<file path="config.mk">
export PLATFORM = sky130hd
export DESIGN_NAME = note_serial_rx
export DESIGN_NICKNAME = d
export VERILOG_FILES = /design/src/rtl/note_serial_rx.sv
export SDC_FILE = /design/constraint.sdc
export NUM_CORES = 1
export LEC_CHECK = 0
export CORE_MARGIN = 2
export CORE_UTILIZATION = 45
export DETAILED_ROUTE_END_ITERATION = 10
export GPL_TIMING_DRIVEN = 0
export PLACE_DENSITY = 0.69
export SYNTH_ARGS = -nofsm -noshare
export SYNTH_HDL_FRONTEND = slang
export SYNTH_SLANG_ARGS = --single-unit
</file>
<file path="constraint.sdc">
create_clock -name clk -period 3 [get_ports clk]
set_input_delay 0.6 -clock clk [delete_from_list [all_inputs] [get_ports clk]]
set_output_delay 0.6 -clock clk [all_outputs]
set_load 0.03 [all_outputs]
</file>
<file path="src/rtl/note_serial_rx.sv">
// Receiver for the 1-wire note/event link. It deserialises start/data/parity/stop
// frames into words and hands them out over an ovalid/oready handshake.
module note_serial_rx #(
    parameter int CLKS_PER_BIT = 5208,
    parameter int DATA_BITS    = 10
) (
    input  logic                 clk,
    input  logic                 reset_n,
    input  logic                 rxd,
    output logic [DATA_BITS-1:0] odata,
    output logic                 ovalid,
    input  logic                 oready,
    output logic                 busy,
    output logic                 parity_err,
    output logic                 frame_err,
    output logic                 overrun
);

    localparam int CW = (CLKS_PER_BIT > 1) ? $clog2(CLKS_PER_BIT) : 1;
    localparam int BW = $clog2(DATA_BITS + 1);

    localparam logic [CW-1:0] C_FULL    = CW'(CLKS_PER_BIT - 1);
    localparam logic [CW-1:0] C_HALF    = CW'(CLKS_PER_BIT / 2 - 1);
    localparam logic [BW-1:0] C_LASTBIT = BW'(DATA_BITS - 1);

    localparam logic [2:0] IDLE   = 3'd0;
    localparam logic [2:0] START  = 3'd1;
    localparam logic [2:0] DATA   = 3'd2;
    localparam logic [2:0] PARITY = 3'd3;
    localparam logic [2:0] STOP   = 3'd4;
    localparam logic [2:0] BREAK  = 3'd5;

    logic                 r_sync1;
    logic                 r_sync2;
    logic [2:0]           r_state;
    logic [CW-1:0]        r_cnt;
    logic [BW-1:0]        r_bitIdx;
    logic [DATA_BITS-1:0] r_shift;
    logic                 r_parBit;
    logic                 r_parityErr;
    logic                 r_frameErr;
    logic                 r_deliver;
    logic [DATA_BITS-1:0] r_odata;
    logic                 r_ovalid;
    logic                 r_overrun;

    logic                 w_rxS;
    logic                 w_tick;
    logic                 w_parityBad;

    assign w_rxS       = r_sync2;
    assign w_tick      = (r_cnt == '0);
    assign w_parityBad = (^r_shift) ^ r_parBit;

    // rxd is asynchronous; the line idles high so the flops reset to 1.
    always_ff @(posedge clk or negedge reset_n) begin
        if (!reset_n) begin
            r_sync1 <= 1'b1;
            r_sync2 <= 1'b1;
        end else begin
            r_sync1 <= rxd;
            r_sync2 <= r_sync1;
        end
    end

    // Counter is loaded with half a bit on the falling edge, then a full bit
    // at every sample, so each sample lands mid-bit without accumulated drift.
    always_ff @(posedge clk or negedge reset_n) begin
        if (!reset_n) begin
            r_state     <= IDLE;
            r_cnt       <= '0;
            r_bitIdx    <= '0;
            r_shift     <= '0;
            r_parBit    <= 1'b0;
            r_parityErr <= 1'b0;
            r_frameErr  <= 1'b0;
            r_deliver   <= 1'b0;
        end else begin
            r_parityErr <= 1'b0;
            r_frameErr  <= 1'b0;
            r_deliver   <= 1'b0;
            case (r_state)
                IDLE: begin
                    if (!w_rxS) begin
                        r_state <= START;
                        r_cnt   <= C_HALF;
                    end
                end
                START: begin
                    if (w_tick) begin
                        r_cnt <= C_FULL;
                        if (w_rxS) begin
                            r_state <= IDLE;
                        end else begin
                            r_state  <= DATA;
                            r_bitIdx <= '0;
                        end
                    end else begin
                        r_cnt <= r_cnt - 1'b1;
                    end
                end
                DATA: begin
                    if (w_tick) begin
                        r_cnt   <= C_FULL;
                        r_shift <= {w_rxS, r_shift[DATA_BITS-1:1]};
                        if (r_bitIdx == C_LASTBIT) begin
                            r_state <= PARITY;
                        end else begin
                            r_bitIdx <= r_bitIdx + 1'b1;
                        end
                    end else begin
                        r_cnt <= r_cnt - 1'b1;
                    end
                end
                PARITY: begin
                    if (w_tick) begin
                        r_cnt    <= C_FULL;
                        r_parBit <= w_rxS;
                        r_state  <= STOP;
                    end else begin
                        r_cnt <= r_cnt - 1'b1;
                    end
                end
                STOP: begin
                    if (w_tick) begin
                        r_cnt <= C_FULL;
                        // A low stop bit outranks a parity mismatch.
                        if (!w_rxS) begin
                            r_frameErr <= 1'b1;
                            r_state    <= BREAK;
                        end else if (w_parityBad) begin
                            r_parityErr <= 1'b1;
                            r_state     <= IDLE;
                        end else begin
                            r_deliver <= 1'b1;
                            r_state   <= IDLE;
                        end
                    end else begin
                        r_cnt <= r_cnt - 1'b1;
                    end
                end
                BREAK: begin
                    if (w_rxS) begin
                        r_state <= IDLE;
                    end
                end
                default: begin
                    r_state <= IDLE;
                end
            endcase
        end
    end

    // The shift register is untouched until the next frame's first data
    // sample, so it can be loaded into the output buffer one clock late.
    always_ff @(posedge clk or negedge reset_n) begin
        if (!reset_n) begin
            r_odata   <= '0;
            r_ovalid  <= 1'b0;
            r_overrun <= 1'b0;
        end else begin
            r_overrun <= 1'b0;
            if (r_deliver && (!r_ovalid || oready)) begin
                r_odata  <= r_shift;
                r_ovalid <= 1'b1;
            end else begin
                if (r_deliver) begin
                    r_overrun <= 1'b1;
                end
                if (r_ovalid && oready) begin
                    r_ovalid <= 1'b0;
                end
            end
        end
    end

    assign odata      = r_odata;
    assign ovalid     = r_ovalid;
    assign overrun    = r_overrun;
    assign parity_err = r_parityErr;
    assign frame_err  = r_frameErr;
    assign busy       = (r_state != IDLE);

endmodule

</file>
; ---- Word-level counts from Yosys, hierarchy flattened
; Cells that the tools add are included.
[word_totals]
input_bits = 4
word_cells = 81
out_inout_bits = 15
ff_bits = 48
[op_classes]
n_mux = 33
bitwise = 1
add_sub_neg = 2
reduce_logical = 17
n_eq_ne = 15
[op_table]
columns = operator, n
row1 = 13-bit two-way mux, 2
row2 = 13-bit one-hot mux with 2 select lines, 1
row3 = 3-bit two-way mux, 8
row4 = "2-bit inequality test, second input constant", 9
row5 = 3-bit one-hot mux with 6 select lines, 1
row6 = 4-bit two-way mux, 4
row7 = 1-bit two-way mux, 15
row8 = 13-bit zero test, 1
row9 = "13-bit by 1-bit subtractor with 13-bit output, second input constant", 1
row10 = 10-bit parity, 1
row11 = 4-bit one-hot mux with 2 select lines, 1
row12 = 7-bit AND reduction, 1
row13 = "3-bit by 2-bit == test with 1-bit output, second input constant", 2
row14 = "3-bit == test, second input constant", 2
row15 = 2-bit AND reduction, 3
row16 = 2-bit nonzero test, 3
row17 = 5-bit AND reduction, 1
row18 = "4-bit by 1-bit adder with 4-bit output, second input constant", 1
row19 = "4-bit == test, second input constant", 1
row20 = 4-bit OR reduction, 1
row21 = "3-bit by 1-bit == test with 1-bit output, second input constant", 1
row22 = 3-bit zero test, 1
row23 = 3-bit nonzero test, 1
row24 = 1-bit logical AND, 2
row25 = other kinds (4), 4

; ---- Logic depth before layout (Yosys ltp)
[logic_depth]
word_depth = 6
mapped_depth = 8
depth_no_buf = 6

; ---- Worst setup path before layout
; Ideal clock, no wire load.
[synth_timing]
path_type = reg-to-reg
startpoint = reg r_cnt[0]
endpoint = reg r_bitIdx[0]
required_time_ns = 2.879
setup_time_ns = 0.121
n_path_buf = 0
slack_ns = 1.228
arrival_ns = 1.651
path_stages_with_launch = 7
path_cell_list = dfrtp_1 -> inv_1 -> ha_1 -> nor4b_4 -> nand3_4 -> or3_4 -> a22o_1
[synth_via]
elab_chain_len = 3
[synth_lines]
columns = item, line_no
row1 = start: declaration, 36  ; logic [CW-1:0] r_cnt;
row2 = start signal: assignment, 99  ; r_cnt <= r_cnt - 1'b1;
row3 = start signal: assignment, 112  ; r_cnt <= r_cnt - 1'b1;
row4 = start signal: assignment, 121  ; r_cnt <= r_cnt - 1'b1;
row5 = 13-bit zero test (*), 52  ; assign w_tick = (r_cnt == '0);
row6 = 2-bit inequality test (no line), -
row7 = 5-bit AND reduction (no line) (*), -
row8 = end signal: assignment, 109  ; r_bitIdx <= r_bitIdx + 1'b1;
row9 = end: declaration, 37  ; logic [BW-1:0] r_bitIdx;
; Every way passes the cells marked *; elsewhere a longest branch is shown, timed or not.
; A chain may end at the register's enable or synchronous reset.

; ---- Worst setup path after layout
[layout_timing]
startpoint = reg r_state[1]
endpoint = out busy
[layout_via]
elab_chain_len = 1
[layout_lines]
columns = item, line_no
row1 = start: declaration, 35  ; logic [2:0] r_state;
row2 = start signal: assignment, 70  ; r_state <= IDLE;
row3 = start signal: assignment, 85  ; r_state <= START;
row4 = start signal: assignment, 93  ; r_state <= IDLE;
row5 = 3-bit nonzero test, 182  ; assign busy = (r_state != IDLE);
row6 = end: declaration, 13  ; output logic busy,
; Every way passes these cells.

==> flow_metrics.tcl <==
set metrics [dict create \
    outcome "finished, final reports clean" \
    synth_mux_area_frac 0.108 \
    utilization 0.542 \
    synth_ff_type "dfrtp_1" \
    viasPerCell 5.61 \
    slew_violations 0 \
    synthArstFlopShare 1.00 \
    synthDistinctLibCells 54 \
    yosys-top-cells-count "dfrtp_1 (46), mux2_2 (21), nor2_1 (11), a21oi_1 (10), inv_1 (8)" \
    seqCellArea_mm2 0.00120 \
    cts_hold_buf 0 \
    die-area_mm2 0.00586 \
    fin_crit_ns 2.61 \
    cp_max_fo 7 \
    ys_seq_area_frac 0.508 \
    cts_resized 0 \
    post-route-drc-count 0 \
    clkLatencyLatePin_ns 0.31 \
    grt_overflow 0 \
    clock.fmax_ghz 0.383 \
    drt_first_pass_iters 4 \
    io_pins 19 \
    startpoint_type "flip-flop" \
    die_w_um 76.6 \
    place_ws_ns 0.736 \
    drt_iter0_drc 156 \
    antenna_found_initial 0 \
    clock_path_buffers 2 \
    dr_total_vias 1671 \
    dp_cells 290 \
    multi_input_area_mm2 0.00110 \
    numCtsBuffers 5 \
    drive_gt1_frac 0.219 \
    clkTransAtPathRegs_ns 0.09 \
    fillCellCount 458 \
    critPathSlowestCell "clkdlybuf4s50_1" \
    start_util 0.464 \
    cp.arrival_ns 2.01 \
    num_antenna_cells 0 \
    htree_num_levels 2 \
    wirelength_um 4320 \
    root_buffer "clkbuf_8" \
    worstHoldPathType "primary input to asynchronous set/reset pin" \
    synth.area.top_cells "dfrtp_1 (49%), mux2_2 (10%), xnor2_1 (2.6%)" \
    ir_drop_mv 0.419 \
    grt_first_pass_wirelength_um 7770 \
    synth_edf_count 0 \
    synth_fa_ha_area_frac 0.0211 \
    required_ns 2.40 \
    drv_cap 0 \
    synth_warnings 0 \
    worst_slew_pin_slew_ns 0.724 \
    p_per_area_mw_per_mm2 416 \
    crit_chain "nor3_1 > inv_1 > clkdlybuf4s50_1" \
    detail-route-antenna-nets 0 \
    netlist_area_mm2 0.00237 \
    fin_worst_skew_ns 0.0102 \
    yosysTopAreaCell "dfrtp_1" \
    synth_compound_area_frac 0.139 \
    final_cells 298 \
    post-route-period-util 0.870 \
    synth_top_family_by_area "simple AND/OR/NAND/NOR gates" \
    synthSimpleGateAreaFrac 0.158 \
    wl_per_cell_um 14.5 \
    grt_max_degree 36 \
    ys_ff_latch 48 \
    fin_nets 235 \
    fin_ws_ns 0.390 \
    core_area_mm2 0.00511 \
    synth_xor_area_frac 0.0391 \
    p_leak_nw 1.20 \
    areaGrowthSynthToFinish_pct 16.8 \
    dieHeight_um 76.6 \
    portBuffers 18 \
    slew_headroom 0.514 \
    grt_pass1_vias 1625 \
    post-synth-top-count-cell "dfrtp_1" \
    timing_worst_setup_path_type "flip-flop to primary output" \
    rows 26 \
    placed_area_mm2 0.00265 \
    synth_top_area_share 0.486 \
    setup_viol 0 \
    synth.avg_cell_area_um2 11.8 \
    clock_sinks 48 \
    hold_viol 0 \
    syn_inst 201 \
    place_congestion 0.850 \
    rsz0062_at_grt "false" \
    syn_nets 209 \
    final_cell_area_mm2 0.00277 \
    cts_tree "built" \
    grt_usage 0.164 \
    endpoint_kind "primary output" \
    critPathMaxStageDelay_ns 0.61 \
    post_cts_buffers 0 \
    post-dp-hpwl_um 3020 \
]
## cells by family after synthesis
logic type,Yosys count
DFF,48
buffers and inverters,13
xor gates and xnor gates,9
and+or+nand+nor,56
adders and majority gates,4
AOI/OAI and AO/OA,48
muxes,23
## worst max-delay path, delay by kind of cell (launching register included)
| family | cells | cell delay (ns) |
|---|---|---|
| and+or+nand+nor | 1 | 0.56 |
| buffers and inverters | 2 | 0.69 |
| DFF | 1 | 0.46 |
## worst paths after layout
path | slack [ns] | cells past startpoint | from | end
min | 0.19 | 1 | reset_n | r_cnt[1]
max in group asynchronous | 2.24 | 2 | reset_n | r_sync2
min reg2reg | 0.36 | 0 | r_sync1 | r_sync2
min in group clk | 0.36 | 0 | r_sync1 | r_sync2
max reg2reg | 0.86 | 6 | r_cnt[0] | r_cnt[10]
max | 0.39 | 3 | r_state[1] | busy
## state kept, by name (all words and copies together), names as in the netlist, 3 cells and up
register and flops:
r_shift 10, r_state 3, r_bitIdx 4, odata 10, r_cnt 13
## through the flow
stage / hold WS (ns) / TNS, ns / total power [mW]
after floorplan: 0.304 / 0 / 0.666
after global placement: 0.346 / -4.02 / 0.683
after detailed placement: 0.347 / 0 / 0.686
after CTS: 0.200 / 0 / 1.16
after global routing: 0.215 / 0 / 1.19
final: 0.190 / 0 / 1.15
## cell type report
type                       instances  area share
clock buffer                       5      0.0249
clock inverter                     3      0.0167
buffer                             5      0.0113
tap                               70      0.0317
timing repair buffer              19      0.0706
inverter                           8      0.0109
multi-input combinational        140       0.399
sequential                        48       0.435
## per-layer routing
metal | track usage | up-vias | routed length (um)
met5 | 0 | - | 0
met2 | 0.265 | 37 | 2070
met3 | 0.0367 | 8 | 199
met4 | 0.0491 | 0 | 60
li1 | - | 795 | -
met1 | 0.222 | 831 | 1990
## cell usage in the layout, fill, tap and decap left out, types with 7 or more instances in the layout
cell type / count
mux2_2: 21
dfrtp_1: 46
inv_1: 8
o21ai_0: 7
nand2_1: 7
a21oi_1: 10
nor2_1: 11
xnor2_1: 7
clkdlybuf4s50_1: 17
## report_power, final
part           internal, mW  switching [mW]  leakage (nW)
combinational       0.00697          0.0160         0.536
sequential            0.649        0.000301         0.612
clock                 0.251           0.228        0.0548
(Power assumes the default switching activity.)
